==> config.mk <==
export PLATFORM = sky130hd
export DESIGN_NAME = bcd_conv_arbiter_flat
export DESIGN_NICKNAME = d
export VERILOG_FILES = /design/src/rtl/bcd_conv_arbiter_if.sv /design/src/rtl/bcd_conv_arbiter.sv /design/src/flat_wrapper.sv
export SDC_FILE = /design/constraint.sdc
export NUM_CORES = 1
export LEC_CHECK = 0
export CAP_MARGIN = 10
export CORE_MARGIN = 1
export CORE_UTILIZATION = 62
export DETAILED_ROUTE_END_ITERATION = 12
export DONT_BUFFER_PORTS = 1
export PLACE_DENSITY = 0.81
export SLEW_MARGIN = 20
export SYNTH_ARGS = -nofsm -noshare
export SYNTH_HDL_FRONTEND = slang
export SYNTH_SLANG_ARGS = --single-unit
==> constraint.sdc <==
create_clock -name clk_i -period 2.8 [get_ports clk_i]
set_clock_uncertainty 0.15 [all_clocks]
set_input_delay 0.56 -clock clk_i [delete_from_list [all_inputs] [get_ports clk_i]]
set_output_delay 0.56 -clock clk_i [all_outputs]
set_load 0.005 [all_outputs]
==> src/rtl/bcd_conv_arbiter_if.sv <==
// Bundle of requester-side and converter-side signals around bcd_conv_arbiter.
// slave modport: the arbiter. master modport: the surrounding clients and converter.
interface bcd_conv_arbiter_if #(
    parameter int NUM_REQ = 4,
    parameter int N       = 13
);
    // requester side
    logic [NUM_REQ-1:0]   req_i;
    logic [NUM_REQ*N-1:0] bcd_i;
    logic [NUM_REQ-1:0]   gnt_o;
    logic [NUM_REQ-1:0]   done_o;
    logic [31:0]          binary_o;
    logic                 err_o;
    logic                 busy_o;
    // converter side
    logic                 conv_start_o;
    logic [N-1:0]         conv_bcd_o;
    logic                 conv_ready_i;
    logic                 conv_done_i;
    logic [31:0]          conv_binary_i;

    modport slave (
        input  req_i, bcd_i, conv_ready_i, conv_done_i, conv_binary_i,
        output gnt_o, done_o, binary_o, err_o, busy_o, conv_start_o, conv_bcd_o
    );

    modport master (
        output req_i, bcd_i, conv_ready_i, conv_done_i, conv_binary_i,
        input  gnt_o, done_o, binary_o, err_o, busy_o, conv_start_o, conv_bcd_o
    );
endinterface

==> src/rtl/bcd_conv_arbiter.sv <==
// Round-robin arbiter sharing one sequential BCD-to-binary converter among
// NUM_REQ requesters. One request in flight at a time: IDLE -> LAUNCH -> WAIT -> RESP.
// Every output is a flop, so all outputs are Moore-style.
// Optional feature macro: BCD_ARB_CHECK_EN -- when defined, operands containing a
// complete digit above 9 are rejected (granted, never started, answered with err_o=1).
module bcd_conv_arbiter #(
    parameter int NUM_REQ = 4,
    parameter int N       = 13
) (
    input  logic              clk_i,
    input  logic              reset_i,
    bcd_conv_arbiter_if.slave bus
);
    localparam int PW = (NUM_REQ > 1) ? $clog2(NUM_REQ) : 1;
    localparam int ND = N / 4;  // complete digits only; a partial top digit is never checked
    localparam logic [NUM_REQ-1:0] ONE = NUM_REQ'(1);

    typedef enum logic [1:0] {IDLE, LAUNCH, WAIT, RESP} state_t;

    state_t               state_reg, state_next;
    logic [PW-1:0]        ptr_reg, ptr_next;
    logic [PW-1:0]        owner_reg, owner_next;
    logic [N-1:0]         operand_reg, operand_next;
    logic                 bad_reg, bad_next;
    logic [NUM_REQ-1:0]   gnt_reg, gnt_next;
    logic [NUM_REQ-1:0]   done_reg, done_next;
    logic [31:0]          binary_reg, binary_next;
    logic                 err_reg, err_next;
    logic                 busy_reg, busy_next;
    logic                 start_reg, start_next;

    logic [N-1:0]         operand_arr [NUM_REQ];
    logic                 found;
    logic [PW-1:0]        win;
    logic [PW-1:0]        cand;
    int                   idx;
    logic [N-1:0]         win_operand;
    logic                 win_bad;
    logic [PW-1:0]        ptr_inc;

    genvar gi;

    // Slice the flat operand bus into one entry per requester.
    generate
        for (gi = 0; gi < NUM_REQ; gi++) begin : g_slice
            assign operand_arr[gi] = bus.bcd_i[gi*N +: N];
        end
    endgenerate

    // Round-robin search: first active request at or above the pointer, with wrap.
    always_comb begin
        found = 1'b0;
        win   = '0;
        cand  = '0;
        idx   = 0;
        for (int i = 0; i < NUM_REQ; i++) begin
            idx = int'(ptr_reg) + i;
            if (idx >= NUM_REQ) idx = idx - NUM_REQ;
            cand = PW'(idx);
            if (!found && bus.req_i[cand]) begin
                found = 1'b1;
                win   = cand;
            end
        end
    end

    assign win_operand = operand_arr[win];

`ifdef BCD_ARB_CHECK_EN
    logic [ND-1:0] digit_bad;
    generate
        for (gi = 0; gi < ND; gi++) begin : g_digit
            assign digit_bad[gi] = (win_operand[gi*4 +: 4] > 4'd9);
        end
    endgenerate
    assign win_bad = |digit_bad;
`else
    assign win_bad = 1'b0;
`endif

    // Just-served requester becomes lowest priority.
    assign ptr_inc = (int'(owner_reg) == NUM_REQ - 1) ? '0 : owner_reg + PW'(1);

    // Next-state and next-output logic; outputs are registered below.
    always_comb begin
        state_next   = state_reg;
        ptr_next     = ptr_reg;
        owner_next   = owner_reg;
        operand_next = operand_reg;
        bad_next     = bad_reg;
        binary_next  = binary_reg;
        err_next     = err_reg;
        gnt_next     = '0;
        done_next    = '0;
        start_next   = 1'b0;
        case (state_reg)
            IDLE: begin
                if (found && bus.conv_ready_i) begin
                    state_next   = LAUNCH;
                    owner_next   = win;
                    operand_next = win_operand;
                    bad_next     = win_bad;
                    gnt_next     = ONE << win;
                    start_next   = !win_bad;
                end
            end
            LAUNCH: begin
                ptr_next = ptr_inc;
                if (bad_reg) begin
                    // rejected operand: skip the converter and answer immediately
                    state_next  = RESP;
                    binary_next = '0;
                    err_next    = 1'b1;
                    done_next   = ONE << owner_reg;
                end else begin
                    state_next = WAIT;
                end
            end
            WAIT: begin
                if (bus.conv_done_i) begin
                    state_next  = RESP;
                    binary_next = bus.conv_binary_i;
                    err_next    = 1'b0;
                    done_next   = ONE << owner_reg;
                end
            end
            RESP: begin
                state_next = IDLE;
            end
            default: begin
                state_next = IDLE;
            end
        endcase
        busy_next = (state_next != IDLE);
    end

    // State and output registers; reset aborts any transaction in flight.
    always_ff @(posedge clk_i or posedge reset_i) begin
        if (reset_i) begin
            state_reg   <= IDLE;
            ptr_reg     <= '0;
            owner_reg   <= '0;
            operand_reg <= '0;
            bad_reg     <= 1'b0;
            gnt_reg     <= '0;
            done_reg    <= '0;
            binary_reg  <= '0;
            err_reg     <= 1'b0;
            busy_reg    <= 1'b0;
            start_reg   <= 1'b0;
        end else begin
            state_reg   <= state_next;
            ptr_reg     <= ptr_next;
            owner_reg   <= owner_next;
            operand_reg <= operand_next;
            bad_reg     <= bad_next;
            gnt_reg     <= gnt_next;
            done_reg    <= done_next;
            binary_reg  <= binary_next;
            err_reg     <= err_next;
            busy_reg    <= busy_next;
            start_reg   <= start_next;
        end
    end

    assign bus.gnt_o        = gnt_reg;
    assign bus.done_o       = done_reg;
    assign bus.binary_o     = binary_reg;
    assign bus.err_o        = err_reg;
    assign bus.busy_o       = busy_reg;
    assign bus.conv_start_o = start_reg;
    assign bus.conv_bcd_o   = operand_reg;

endmodule

==> src/flat_wrapper.sv <==
// flat-port wrapper written by rule: the top's interface ports become plain ports
module bcd_conv_arbiter_flat 
#(
    parameter int NUM_REQ = 4,
    parameter int N       = 13
)
  (clk_i, reset_i, bus_req_i, bus_bcd_i, bus_conv_ready_i, bus_conv_done_i, bus_conv_binary_i, bus_gnt_o, bus_done_o, bus_binary_o, bus_err_o, bus_busy_o, bus_conv_start_o, bus_conv_bcd_o);
  bcd_conv_arbiter_if #(.NUM_REQ(NUM_REQ), .N(N)) bus_i ();
  input  logic clk_i;
  input  logic reset_i;
  input wire logic [$bits(bus_i.req_i)-1:0] bus_req_i;
  input wire logic [$bits(bus_i.bcd_i)-1:0] bus_bcd_i;
  input wire logic [$bits(bus_i.conv_ready_i)-1:0] bus_conv_ready_i;
  input wire logic [$bits(bus_i.conv_done_i)-1:0] bus_conv_done_i;
  input wire logic [$bits(bus_i.conv_binary_i)-1:0] bus_conv_binary_i;
  output wire logic [$bits(bus_i.gnt_o)-1:0] bus_gnt_o;
  output wire logic [$bits(bus_i.done_o)-1:0] bus_done_o;
  output wire logic [$bits(bus_i.binary_o)-1:0] bus_binary_o;
  output wire logic [$bits(bus_i.err_o)-1:0] bus_err_o;
  output wire logic [$bits(bus_i.busy_o)-1:0] bus_busy_o;
  output wire logic [$bits(bus_i.conv_start_o)-1:0] bus_conv_start_o;
  output wire logic [$bits(bus_i.conv_bcd_o)-1:0] bus_conv_bcd_o;
  assign bus_i.req_i = bus_req_i;
  assign bus_i.bcd_i = bus_bcd_i;
  assign bus_i.conv_ready_i = bus_conv_ready_i;
  assign bus_i.conv_done_i = bus_conv_done_i;
  assign bus_i.conv_binary_i = bus_conv_binary_i;
  assign bus_gnt_o = bus_i.gnt_o;
  assign bus_done_o = bus_i.done_o;
  assign bus_binary_o = bus_i.binary_o;
  assign bus_err_o = bus_i.err_o;
  assign bus_busy_o = bus_i.busy_o;
  assign bus_conv_start_o = bus_i.conv_start_o;
  assign bus_conv_bcd_o = bus_i.conv_bcd_o;
  bcd_conv_arbiter #(.NUM_REQ(NUM_REQ), .N(N)) u_core (.clk_i(clk_i), .reset_i(reset_i), .bus(bus_i));
endmodule
== Yosys cells after proc, flatten, opt, wreduce, memory -nomap -nowiden ==
Cells that the tools add are included.
Storage, ports and cells
  bits of input ports: 92
  flip-flop bits (word level): 62
  output and inout bits: 56
  logic and storage cells: 85
Operators by class
  shift operators: 2
  equal/unequal tests: 5
  magnitude comparators: 9
  $add $sub $neg: 8
  reductions and logical operators: 12
  muxes and demuxes: 37
  bitwise logic cells: 2
Operators by type and width (number)
  32-bit two-way mux: 2
  13-bit binary-select mux with 2-bit select: 1
  13-bit two-way mux: 2
  2-bit two-way mux: 11
  4-bit two-way mux: 4
  3-bit >= comparator (second input constant): 4
  2-bit by 3-bit < comparator with 1-bit output (second input constant): 4
  1-bit two-way mux: 12
  1-bit binary-select mux with 2-bit select: 4
  2-bit case mux with 4 select lines: 1
  1-bit by 2-bit << shifter with 4-bit output (first input constant): 2
  2-bit by 1-bit subtractor with 2-bit output (second input constant): 4
  2-bit by 2-bit adder with 3-bit output (second input constant): 2
  2-bit by 1-bit equality test with 1-bit output (second input constant): 2
  2-bit equality test (second input constant): 2
  1-bit logical AND: 4
  2-bit nonzero test: 2
  2-bit by 1-bit adder with 3-bit output (second input constant): 1
  2-bit by 3-bit >= comparator with 1-bit output (second input constant): 1
  1-bit logical NOT: 3
  2-bit inverter with 3-bit output: 1
  3-bit AND reduction: 1
  2-bit by 1-bit adder with 2-bit output (second input constant): 1
  2-bit logical NOT: 1
  3 further kinds: 3

== Logic depth before layout (Yosys ltp) ==
  depth after elaboration: 18
  mapped depth: 8
  mapped depth without buffers: 6

== Worst setup path after synthesis ==
No wires, ideal clock.
  path kind: input-to-reg
  start point: input bus_req_i[0]
  end point: register u_core.operand_reg[0] (netlist: u_core.bus.conv_bcd_o[0])
  arrival: 1.629 ns
  path slack: 0.887 ns
  stages: 7
  buffers on the path: 2
  cell sequence: buf_2 -> nand2b_1 -> a221oi_2 -> nor2b_2 -> buf_6 -> a222oi_1 -> a21oi_1
Between the ends
  word-level cells in the longest chain between the ends: 16
  elaborated cells between the ends (all ways): 28
  classes of those cells: mux (19); bitwise (1); reduce/logical (8)
Ends and longest elaborated chain
  start: declaration: RTL line flat_wrapper.sv:11  | input wire logic [$bits(bus_i.req_i)-1:0] bus_req_i;
  1-bit binary-select mux with 2-bit select: RTL line bcd_conv_arbiter.sv:60  | if (!found && bus.req_i[cand]) begin
  1-bit two-way mux (implied by the code): RTL line bcd_conv_arbiter.sv:60
  1-bit two-way mux: RTL line bcd_conv_arbiter.sv:60
  1-bit logical NOT: RTL line bcd_conv_arbiter.sv:60
  1-bit logical AND: RTL line bcd_conv_arbiter.sv:60
  1-bit two-way mux: RTL line bcd_conv_arbiter.sv:60
  1-bit logical NOT: RTL line bcd_conv_arbiter.sv:60
  1-bit logical AND: RTL line bcd_conv_arbiter.sv:60
  1-bit two-way mux: RTL line bcd_conv_arbiter.sv:60
  1-bit logical NOT: RTL line bcd_conv_arbiter.sv:60
  1-bit logical AND: RTL line bcd_conv_arbiter.sv:60
  2-bit two-way mux: RTL line bcd_conv_arbiter.sv:60
  2-bit inverter with 3-bit output (implied by the code): RTL line bcd_conv_arbiter.sv:67  | assign win_operand = operand_arr[win];
  13-bit binary-select mux with 2-bit select: RTL line bcd_conv_arbiter.sv:67
  13-bit two-way mux (implied by the code) (2 in a row): RTL line bcd_conv_arbiter.sv:67
  end signal: assignment: RTL line bcd_conv_arbiter.sv:155  | operand_reg <= operand_next;
  end: declaration: RTL line bcd_conv_arbiter.sv:23  | logic [N-1:0] operand_reg, operand_next;
Several ways; a longest one is shown, not always the timed one. The select of a mux whose other input is x is not followed.
A chain may end at the register's enable or synchronous reset.

== Worst setup path after layout ==
  start point: register u_core.ptr_reg[1]
  end point: register u_core.operand_reg[11] (netlist: u_core.bus.conv_bcd_o[11])
Between the ends
  word-level cells in the longest chain between the ends: 18
  elaborated cells between the ends (all ways): 43
  classes of those cells: add/sub (7); order compare (4); mux (23); bitwise (1); reduce/logical (8)
Ends and longest elaborated chain
  start: declaration: RTL line bcd_conv_arbiter.sv:21  | logic [PW-1:0] ptr_reg, ptr_next;
  start signal: assignment: RTL line bcd_conv_arbiter.sv:153  | ptr_reg <= ptr_next;
  parallel branches: the longest is 18 deep, another holds 2-bit by 1-bit adder with 3-bit output
Several ways; the timed one is not identified. The select of a mux whose other input is x is not followed.

==> summary.md <==
| Metric | Value |
|---|---|
| Outcome | complete, no violations |
| Post-route clock period utilization | 0.689 |
| Initial DRT Pass Iterations | 6 |
| Main synth FF type | dfrtp_1 |
| Unique masters post-synth | 33 |
| RD Place Congestion | between 0.9 and 1 |
| Vias | 1871 |
| Post-route cell area | approximately 0.0029 mm^2 |
| GR Overflow Total | 0 |
| Crit end category | flop |
| Vias/cell | between 6 and 7 |
| Final ANT Viol Nets | 0 |
| Hold Crit Class | input port to asynchronous set/reset pin |
| Detailed placement HPWL | 4440 um |
| Fmax | 519 MHz |
| CTS Buffer Depth | 2 |
| Synth area leaders | dfrtp_1 (56%), mux2_2 (14%), a21oi_1 (5.4%) |
| Synth top cells by count | dfrtp_1 (61), mux2_2 (33), a21oi_1 (29) |
| Final hold vios | 0 |
| Maxcap violations | 0 |
| Clock Latency Late Sink | approximately 0.33 ns |
| Die W | 68.1 um |
| Placed Area | 0.00270 mm^2 |
| Max reg flops | 32 |
| Crit start category | flop |
| Routed WL | 5970 um |
| Placed insts | 264 |
| Antenna cells | 0 |
| Tot Pwr | between 3 and 4 mW |
| Core Region | about 0.0041 mm^2 |
| Setup violators final | 0 |
| Clock slew at reported path FFs | roughly 0.07 ns |
| RSZ-0062 raised after global routing | no |
| Register bit count reported by yosys | slightly above 60 |
| Detailed-route wire length per cell | 21.4 um |
| Cts repair resizes | 0 |
| Total CTS buffers | 9 |
| Port bufs | 0 |
| Area grow syn2layout | 7.21% |
| Crit path required time | about 2.8 ns |
| First-pass GRT wire length | around 8600 um |
| Detailed-route DRC error count | 0 |
| Sequential share of power | 0.484 |
| Layout fillers | 310 |
| Maximum vdd ir drop | approximately 530 uV |
| Clk sinks | between 60 and 70 |
| H-tree depth | 3 |
| LEAKAGE | roughly 1.3 nW |
| Syn Area/Cell | roughly 12 um^2 |
| Initial drt markers | 141 |
| Setup slack, reg-to-reg | just under 0.9 ns |
| Post-layout nets | around 320 |
| Max Transition Viols Final | 0 |
| Comb power frac | 0.288 |
| Layout cell share with drive strength beyond 1 | 0.258 |
| Critical-path maximum fanout | 13 |
| Share of the synthesized area in the top cell type | 0.564 |
| Setup TNS | 0 ns |
| Root buffer cell | clkbuf_8 |
| Post-CTS setup buffer count | 0 |
| Die area | 0.00463 mm^2 |
| Clock Power Share | 0.228 |
| Die Ht | 68.1 um |
| Final core occ | 0.710 |
| Cell with the most instances after synthesis | dfrtp_1 |
| Post-synthesis sequential area ratio | 0.564 |
| CTS Hold Bufs | 0 |
| Internal | about 2.2 mW |
| Area leader, netlist | dfrtp_1 |
| WS Path Type | flop to flop |
| Vias in the first global route | approximately 1900 |
| Power per cell area | between 1000 and 1500 mW/mm^2 |
| Initial antenna violation count | 0 |
| Netlist Area Pre-Place | 0.00271 mm^2 |
| I/O pin total | ~150 |
| Post-synthesis cell count | 225 |
| Worst Path Arrival | around 2 ns |
| # rows | 23 |
| Starting density of the core | 0.662 |
| Worst slew margin | 0.648 |
| Slew @ Worst Pin | about 0.53 ns |
| Tmin final | just under 2 ns |
| Syn nets | between 300 and 400 |
| Synth async-reset ratio | 1.00 |
| Largest net degree at the start of global routing | 39 |
| Total GRT Usage | 0.266 |
| Sw power | 1.14 mW |
| CTS tree | yes |
| Switching share of power | 0.339 |
| Ys Warns | 0 |
| Non-Filler Instances | 279 |
| Post-synth EDFFs | 0 |
[final timing paths]
check                                         from                         to  depth (start not counted)
setup / recovery                 u_core.ptr_reg[1]  u_core.bus.conv_bcd_o[11]                          5
hold / removal                             reset_i     u_core.bus.binary_o[2]                          2
setup reg to reg                 u_core.ptr_reg[1]  u_core.bus.conv_bcd_o[11]                          5
hold reg to reg            u_core.bus.binary_o[26]    u_core.bus.binary_o[26]                          1
max in group asynchronous                  reset_i       u_core.bus.done_o[0]                          2
min in group clk_i            bus_conv_binary_i[1]     u_core.bus.binary_o[1]                          1
[metrics by stage]
step,setup slack (ns),hold slack [ns]
floorplan,0.577,0.349
global placement,0.951,0.353
detailed placement,0.828,0.365
CTS,0.887,0.00210
global route,0.744,0.0277
finish,0.872,0.00710
[routing by layer]
layer / up-vias / wire length, um / track usage
li1: 810 / - / -
met1: 921 / 2140 / 0.294
met2: 123 / 3130 / 0.446
met3: 17 / 531 / 0.0850
met4: 0 / 170 / 0.156
met5: - / 0 / 0
[power by group through the flow]
stage | sequential [mW] | combinational, mW | clock (mW)
floorplan | 1.53 | 0.860 | 0
global placement | 1.62 | 0.887 | 0
detailed placement | 1.64 | 0.974 | 0
CTS | 1.63 | 0.975 | 0.786
global route | 1.69 | 1.08 | 0.828
finish | 1.63 | 0.971 | 0.767
[critical path, cell delays in order, from the launching register on]
cell      delay [ns]
dfrtp_1         0.56
nor2_2          0.08
a221oi_2        0.26
nor2b_2         0.16
a222oi_1        0.44
a21oi_1         0.13
[final cells by class]
type                            instances  area [um^2]  area share
Clock buffer                           11          151      0.0522
Clock inverter                          4         47.5      0.0164
Inverter                                8         30.0      0.0103
Multi-Input combinational cell        142         1060       0.366
Sequential cell                        61         1530       0.526
Tap cell                               50         62.6      0.0216
Timing Repair Buffer                    3         22.5     0.00776
[cell families (layout without fill, tap and decap cells)]
logic type                 after synthesis  in the layout  share of synthesized area
AOI/OAI and AO/OA                       57             57                      0.140
buffers and inverters                   22             26                     0.0439
muxes                                   33             33                      0.137
other                                    1              1                    0.00139
adders and majority gates                7              7                     0.0324
DFF                                     61             61                      0.564
and+or+nand+nor                         44             44                     0.0814
[placed cells by master (no fill, tap or decap), types with 2 or more instances in the layout]
cell type / n
inv_1: 6
o21ai_0: 7
nor2b_1: 3
inv_2: 2
nand2b_1: 3
ha_1: 7
mux2_2: 33
a21oi_1: 29
clkbuf_8: 11
buf_4: 3
a222oi_1: 13
clkinv_2: 2
nor3_1: 4
nand2_1: 7
nor2_1: 16
and3_1: 5
dfrtp_1: 61
o21ai_1: 2
No activity file was read; power rests on OpenSTA's default activity.
